===== src/rtl/oclib_uart_pkg.sv =====
// Shared UART-block definitions.
// Holds the default terminator byte and idle timeout used by the TX
// arbiter, so every top level builds on the same values, plus the
// arbiter FSM state type.
package oclib_uart_pkg;

    // Default byte that closes a message (line feed).
    localparam logic [7:0] TxArbDefaultTermByte = 8'h0A;

    // Default number of idle cycles in BUSY before the grant is released.
    localparam int TxArbDefaultTimeout = 4096;

    // Arbiter states: IDLE picks an owner, BUSY passes the owner's bytes through.
    typedef enum logic [0:0] {
        ARB_IDLE = 1'b0,
        ARB_BUSY = 1'b1
    } tx_arb_state_e;

endpackage


===== src/rtl/oclib_uart_tx_arbiter_if.sv =====
// Byte-stream bundle between N requesters, the TX arbiter and the UART TX
// byte channel.
//   inData/inValid/inReady : requester side, requester i on inData[8i+7:8i]
//   outData/outValid/outReady : UART TX side
//   grant/timeoutPulse : arbiter status
// The slave modport is the arbiter's view; master is the environment's view.
interface oclib_uart_tx_arbiter_if #(
    parameter int Requesters = 4
);
    logic [Requesters*8-1:0] inData;
    logic [Requesters-1:0]   inValid;
    logic [Requesters-1:0]   inReady;
    logic [7:0]              outData;
    logic                    outValid;
    logic                    outReady;
    logic [Requesters-1:0]   grant;
    logic                    timeoutPulse;

    modport slave (
        input  inData,
        input  inValid,
        input  outReady,
        output inReady,
        output outData,
        output outValid,
        output grant,
        output timeoutPulse
    );

    modport master (
        output inData,
        output inValid,
        output outReady,
        input  inReady,
        input  outData,
        input  outValid,
        input  grant,
        input  timeoutPulse
    );
endinterface


===== src/rtl/oclib_rr_pick.sv =====
// Combinational round-robin picker.
// Searches req upward starting at last+1 (wrapping mod Width) and returns
// the first set bit as a one-hot vector and as an index.
//   req    : request vector
//   last   : index of the previous winner
//   onehot : one-hot winner, zero when no request
//   index  : winner index, zero when no request
//   any    : at least one request present
module oclib_rr_pick #(
    parameter int Width = 4,
    localparam int IdxWidth = (Width > 1) ? $clog2(Width) : 1
) (
    input  logic [Width-1:0]    req,
    input  logic [IdxWidth-1:0] last,
    output logic [Width-1:0]    onehot,
    output logic [IdxWidth-1:0] index,
    output logic                any
);

    logic [IdxWidth-1:0] cand_s;
    logic                hit_s;
    logic                found_s;

    // Walk the candidates in priority order; the first hit wins, later hits are masked.
    always_comb begin
        onehot  = '0;
        index   = '0;
        cand_s  = '0;
        hit_s   = 1'b0;
        found_s = 1'b0;
        for (int i = 1; i <= Width; i++) begin
            cand_s         = IdxWidth'((int'(last) + i) % Width);
            hit_s          = req[cand_s] & ~found_s;
            onehot[cand_s] = onehot[cand_s] | hit_s;
            index          = hit_s ? cand_s : index;
            found_s        = found_s | hit_s;
        end
    end

    assign any = |req;

endmodule


===== src/rtl/oclib_uart_tx_arbiter.sv =====
// Message-granular round-robin arbiter sharing one UART TX byte stream.
// A granted requester keeps the channel until it transfers TermByte or
// stays idle (no transfer, including stalls) for IdleTimeoutCycles cycles,
// so lines from different requesters are never interleaved on the wire.
// Ports:
//   clock, reset : clock and synchronous active-high reset
//   bus (slave)  : requester byte streams, UART TX channel, grant and
//                  timeoutPulse status (see oclib_uart_tx_arbiter_if)
module oclib_uart_tx_arbiter
    import oclib_uart_pkg::*;
#(
    parameter int         Requesters        = 4,
    parameter logic [7:0] TermByte          = TxArbDefaultTermByte,
    parameter int         IdleTimeoutCycles = TxArbDefaultTimeout,
    parameter int         TimerWidth        = $clog2(IdleTimeoutCycles + 1)
) (
    input logic clock,
    input logic reset,
    oclib_uart_tx_arbiter_if.slave bus
);

    localparam int IdxWidth  = $clog2(Requesters);
    // A disabled timeout gives a zero-width timer; keep one bit so the code stays uniform.
    localparam int TimerBits = (TimerWidth < 1) ? 1 : TimerWidth;
    localparam logic [IdxWidth-1:0]  LastInit   = IdxWidth'(Requesters - 1);
    localparam logic [TimerBits-1:0] ExpireAt   =
        TimerBits'((IdleTimeoutCycles > 0) ? (IdleTimeoutCycles - 1) : 0);
    localparam logic [TimerBits-1:0] TimerMax   = {TimerBits{1'b1}};
    localparam logic                 TimeoutOn  = (IdleTimeoutCycles > 0);

    tx_arb_state_e          state_r;
    logic [Requesters-1:0]  grant_r;
    logic [IdxWidth-1:0]    owner_r;
    logic [IdxWidth-1:0]    last_r;
    logic [TimerBits-1:0]   timer_r;
    logic                   timeout_pulse_r;

    logic [Requesters-1:0]  pick_onehot_s;
    logic [IdxWidth-1:0]    pick_index_s;
    logic                   pick_any_s;
    logic [7:0]             out_data_s;
    logic                   out_valid_s;
    logic                   xfer_s;
    logic                   is_term_s;
    logic                   expire_s;

    oclib_rr_pick #(
        .Width (Requesters)
    ) u_pick (
        .req    (bus.inValid),
        .last   (last_r),
        .onehot (pick_onehot_s),
        .index  (pick_index_s),
        .any    (pick_any_s)
    );

    // AND-OR mux on the one-hot grant: nothing reaches the UART while grant is zero.
    always_comb begin
        out_data_s  = 8'h00;
        out_valid_s = 1'b0;
        for (int i = 0; i < Requesters; i++) begin
            out_data_s  = out_data_s | (bus.inData[i*8 +: 8] & {8{grant_r[i]}});
            out_valid_s = out_valid_s | (bus.inValid[i] & grant_r[i]);
        end
    end

    assign xfer_s   = out_valid_s & bus.outReady;
    assign is_term_s = (out_data_s == TermByte);
    assign expire_s = TimeoutOn & (timer_r == ExpireAt);

    assign bus.outData      = out_data_s;
    assign bus.outValid     = out_valid_s;
    assign bus.inReady      = grant_r & {Requesters{bus.outReady}};
    assign bus.grant        = grant_r;
    assign bus.timeoutPulse = timeout_pulse_r;

    // Arbitration FSM: owner selection, release on terminator or idle timeout.
    always_ff @(posedge clock) begin
        if (reset) begin
            state_r         <= ARB_IDLE;
            grant_r         <= '0;
            owner_r         <= '0;
            last_r          <= LastInit;
            timer_r         <= '0;
            timeout_pulse_r <= 1'b0;
        end else begin
            timeout_pulse_r <= 1'b0;
            case (state_r)
                ARB_IDLE: begin
                    if (pick_any_s) begin
                        state_r <= ARB_BUSY;
                        grant_r <= pick_onehot_s;
                        owner_r <= pick_index_s;
                        timer_r <= '0;
                    end else begin
                        state_r <= ARB_IDLE;
                    end
                end
                ARB_BUSY: begin
                    // A transfer always wins over a timer expiring in the same cycle.
                    if (xfer_s && is_term_s) begin
                        state_r <= ARB_IDLE;
                        grant_r <= '0;
                        last_r  <= owner_r;
                    end else if (xfer_s) begin
                        timer_r <= '0;
                    end else if (expire_s) begin
                        state_r         <= ARB_IDLE;
                        grant_r         <= '0;
                        last_r          <= owner_r;
                        timeout_pulse_r <= 1'b1;
                    end else if (timer_r != TimerMax) begin
                        timer_r <= timer_r + {{(TimerBits-1){1'b0}}, 1'b1};
                    end else begin
                        timer_r <= timer_r;
                    end
                end
                default: begin
                    state_r <= ARB_IDLE;
                    grant_r <= '0;
                end
            endcase
        end
    end

endmodule


===== src/flat_wrapper.sv =====
// flat-port wrapper written by rule: the top's interface ports become plain ports
module oclib_uart_tx_arbiter_flat import oclib_uart_pkg::*;
#(
    parameter int         Requesters        = 4,
    parameter logic [7:0] TermByte          = TxArbDefaultTermByte,
    parameter int         IdleTimeoutCycles = TxArbDefaultTimeout,
    parameter int         TimerWidth        = $clog2(IdleTimeoutCycles + 1)
)
  (clock, reset, bus_inData, bus_inValid, bus_outReady, bus_inReady, bus_outData, bus_outValid, bus_grant, bus_timeoutPulse);
  oclib_uart_tx_arbiter_if #(.Requesters(Requesters)) bus_i ();
  input logic clock;
  input logic reset;
  input wire logic [$bits(bus_i.inData)-1:0] bus_inData;
  input wire logic [$bits(bus_i.inValid)-1:0] bus_inValid;
  input wire logic [$bits(bus_i.outReady)-1:0] bus_outReady;
  output wire logic [$bits(bus_i.inReady)-1:0] bus_inReady;
  output wire logic [$bits(bus_i.outData)-1:0] bus_outData;
  output wire logic [$bits(bus_i.outValid)-1:0] bus_outValid;
  output wire logic [$bits(bus_i.grant)-1:0] bus_grant;
  output wire logic [$bits(bus_i.timeoutPulse)-1:0] bus_timeoutPulse;
  assign bus_i.inData = bus_inData;
  assign bus_i.inValid = bus_inValid;
  assign bus_i.outReady = bus_outReady;
  assign bus_inReady = bus_i.inReady;
  assign bus_outData = bus_i.outData;
  assign bus_outValid = bus_i.outValid;
  assign bus_grant = bus_i.grant;
  assign bus_timeoutPulse = bus_i.timeoutPulse;
  oclib_uart_tx_arbiter #(.Requesters(Requesters), .TermByte(TermByte), .IdleTimeoutCycles(IdleTimeoutCycles), .TimerWidth(TimerWidth)) u_core (.clock(clock), .reset(reset), .bus(bus_i));
endmodule

===== config.mk =====
export PLATFORM = sky130hd
export DESIGN_NAME = oclib_uart_tx_arbiter_flat
export DESIGN_NICKNAME = d
export VERILOG_FILES = /design/src/rtl/oclib_uart_pkg.sv /design/src/rtl/oclib_uart_tx_arbiter_if.sv /design/src/rtl/oclib_rr_pick.sv /design/src/rtl/oclib_uart_tx_arbiter.sv /design/src/flat_wrapper.sv
export SDC_FILE = /design/constraint.sdc
export NUM_CORES = 1
export LEC_CHECK = 0
export BUFFER_PORTS_ARGS = -buffer_cell sky130_fd_sc_hd__buf_2
export CORE_MARGIN = 5
export CORE_UTILIZATION = 55
export CTS_CLUSTER_DIAMETER = 150
export DETAILED_ROUTE_END_ITERATION = 16
export GPL_TIMING_DRIVEN = 0
export PLACE_DENSITY = 0.93
export SYNTH_ARGS = -nofsm -noshare
export SYNTH_HDL_FRONTEND = slang
export SYNTH_SLANG_ARGS = --single-unit

===== constraint.sdc =====
create_clock -name clock -period 6.75 [get_ports clock]
set_input_delay 0.675 -clock clock [delete_from_list [all_inputs] [get_ports clock]]
set_output_delay 0.675 -clock clock [all_outputs]
set_load 0.02 [all_outputs]

==> results.toml <==
[timing]
finalCritPeriodShare_pct = 52.8
finalSetupTns_ns = 0
fin_skew_ns = 0.00432
rsz0062_at_grt = "false"
relSlewSlack_pct = 48.9
max_freq_mhz = 281
setup_violations = 0
fin_crit_ns = 3.56
finalMaxSlewViolations = 0
hold_viol_final = 0
worstMarginPinSlew_ns = 0.759

[setup_path]
worstPathRequired_ns = 6.89
rr_startpoint = "u_core.last_r[0]"
crit_fanout = 12
ff2ff_setup_slack_ns = 3.19
r2r_cells = 11
r2r_end = "u_core.bus.grant[0]"
end_kind = "flip-flop"
crit_start = "u_core.last_r[0]"
worstSetupPathType = "flip-flop to flip-flop"
critPathArrivalTime_ns = 3.71
start_kind = "flip-flop"

[clock_tree]
cts_tree = "done"
cts_sinks = 23
cts_hold_buffers = 0
cts_root_buf = "clkbuf_8"
cts_setup_buffers = 0
clk_pin_slew_ns = 0.08
cts.path.max_buffers = 2
numCtsBuffers = 3
cts_resized = 0
htree_levels = 1
clk_latency_ns = 0.27

[yosys]
synth-seq-area-share_pct = 20.8
synth_nets = 316
syn-cell-area_sq_um = 2210
synth_top_family_by_area = "compound AO/OA/AOI/OAI gates"
yosys-top-cells-area = "dfxtp_1 21%, a22oi_1 5.1%, ha_1 5.1%"
synthMostInstantiatedCell = "dfxtp_1"
yosys-top-cells-count = "23 x dfxtp_1, 22 x nor2_1, 20 x nand2_1, 15 x a22oi_1, 14 x inv_1"
synth_compound_area_share_pct = 33.3
synthXorXnorAreaFrac_pct = 2.37
async_flop_share_pct = 0
synth_fa_ha_area_share_pct = 5.09
synth_cell_type_count = 68
synth_cells = 268
synth_warnings = 0
postSynth.topFlopCell = "dfxtp_1"
synth_edf_count = 0
synth-simple-area-share_pct = 24.0
synth_top_area_cell = "dfxtp_1"
avgSynthCellArea_sq_um = 8.26
synth_mux_area_share_pct = 6.95
ys_ff_latch = 23
synth_top_area_share_pct = 20.8

[route]
num_vias = 2351
ant_nets = 0
first_pass_iters = 5
drcViolationCount = 0
vias_per_cell = 6.27
wirelength_mm = 5.90
wl_per_cell_microns = 15.7
drtIter0Drc = 218

[floorplan]
die_x_microns = 73.4
die_y_microns = 73.4
initial_core_util_pct = 56.1
core_area_sq_um = 3940
die-area_sq_um = 5390
io_pins = 57
rows = 23

[flow_run]
max-cap-violations = 0

[final_layout]
n_antenna_cell = 0
nets = 374
areaGrowthSynthToFinish_pct = 17.0
n_fill_cell = 313
final_core_utilization_pct = 65.7
drive_gt1_share_pct = 28.9

[grt]
grtUsageTotal_pct = 21.5
use_met1_pct = 27.3
grt-ovfl-total = 0
grt_max_degree = 15
grt_pass1_vias = 2039
antenna_found_initial = 0
met3_usage_pct = 4.10
grtUsageMet2_pct = 37.0
grt.busiest_layer = "met2"
grt_pass1_wl_mm = 9.32

[placed_design]
hpwl_mm = 4.51
place_congestion = 0.950
io_buffers = 53

[status]
status = "completed"

[worst_hold_path]
min_path_cells = 2
hold_end = "u_core.owner_r[0]"
hold_class = "flip-flop to flip-flop"
hold_start = "u_core.owner_r[0]"

[power]
power.leakage_nw = 1.12
ir_drop_mv = 0.118
power.density_nw_per_um2 = 118
-- final cells by class --
type                    instances  area (sq um)  share of cell area (%)
clock buffers                   3          41.3                    1.59
well taps                      50          62.6                    2.42
inverters                      15          56.3                    2.17
flip-flops and latches         23           460                    17.8
multi-input cells             212          1590                    61.3
clock inverters                 1          7.51                   0.290
repair buffers                 53           265                    10.2
plain buffers                  18           109                    4.20
-- flip-flops by register name (all words and copies together), names as in the netlist --
| name | flops |
|---|---|
| u_core.timer_r | 13 |
| u_core.bus.grant | 4 |
| u_core.last_r | 2 |
| u_core.owner_r | 2 |
| u_core.bus.timeoutPulse | 1 |
| u_core.state_r | 1 |
-- how the worst max path moves through the flow --
stage | end | slack (ns)
4_1_cts | u_core.bus.grant[0] | 3.21
3_5_place_dp | u_core.bus.grant[0] | 3.23
2_1_floorplan | u_core.bus.grant[0] | 3.62
6_report | u_core.bus.grant[0] | 3.19
3_3_place_gp | u_core.bus.grant[0] | 3.27
5_1_grt | u_core.bus.grant[2] | 3.00
-- critical path, cell delays in order, from the launching register on --
cell	delay, ns
dfxtp_1	0.43
buf_4	0.21
clkinv_1	0.33
ha_1	0.44
buf_6	0.13
mux4_2	0.59
or3_1	0.37
a211o_1	0.30
a21oi_1	0.26
o211ai_2	0.11
nand4_2	0.15
o221ai_1	0.12
-- routing by layer --
metal | part of all wire [%] | wire length (microns)
met5 | 0 | 0
met3 | 7.9 | 469
met2 | 49 | 2900
met1 | 42 | 2470
met4 | 1.1 | 62
-- stage by stage --
stage          setup slack (ns)  hold slack (ns)  power, W  std cells  cell area, sq um
2_1_floorplan              3.62            0.433  0.000193        268              2210
3_3_place_gp               3.27            0.444  0.000218        371              2540
3_5_place_dp               3.23            0.455  0.000220        371              2540
4_1_cts                    3.21            0.468  0.000305        375              2590
5_1_grt                    3.00            0.494  0.000320        375              2590
6_report                   3.19            0.472  0.000305        375              2590
-- cells in the final DEF, fill, tap and decap left out, drive strengths merged, types with 7 or more instances in the layout --
| cell | count |
|---|---|
| nand3 | 7 |
| ha | 9 |
| nand2 | 20 |
| a21oi | 11 |
| nor3 | 7 |
| clkbuf | 8 |
| o211ai | 7 |
| o21ai | 13 |
| nor2 | 22 |
| a22oi | 16 |
| dfxtp | 23 |
| buf | 66 |
| inv | 14 |
-- power breakdown --
group          internal (W)  total [W]  switching [W]
Sequential         0.000138   0.000141     0.00000252
Clock             0.0000418  0.0000869      0.0000451
Combinational     0.0000312  0.0000768      0.0000456
Total              0.000211   0.000305      0.0000932
-- kinds of logic (layout without fill, tap and decap cells) --
group,count (synthesis),count (layout)
AO/OA/AOI/OAI,93,93
XOR/XNOR,6,6
adder cells (fa/ha/maj),9,9
buffers and inverters,33,90
flip-flops,23,23
multiplexers,9,9
AND/OR/NAND/NOR,95,95
No activity file was read; power rests on OpenSTA's default activity.
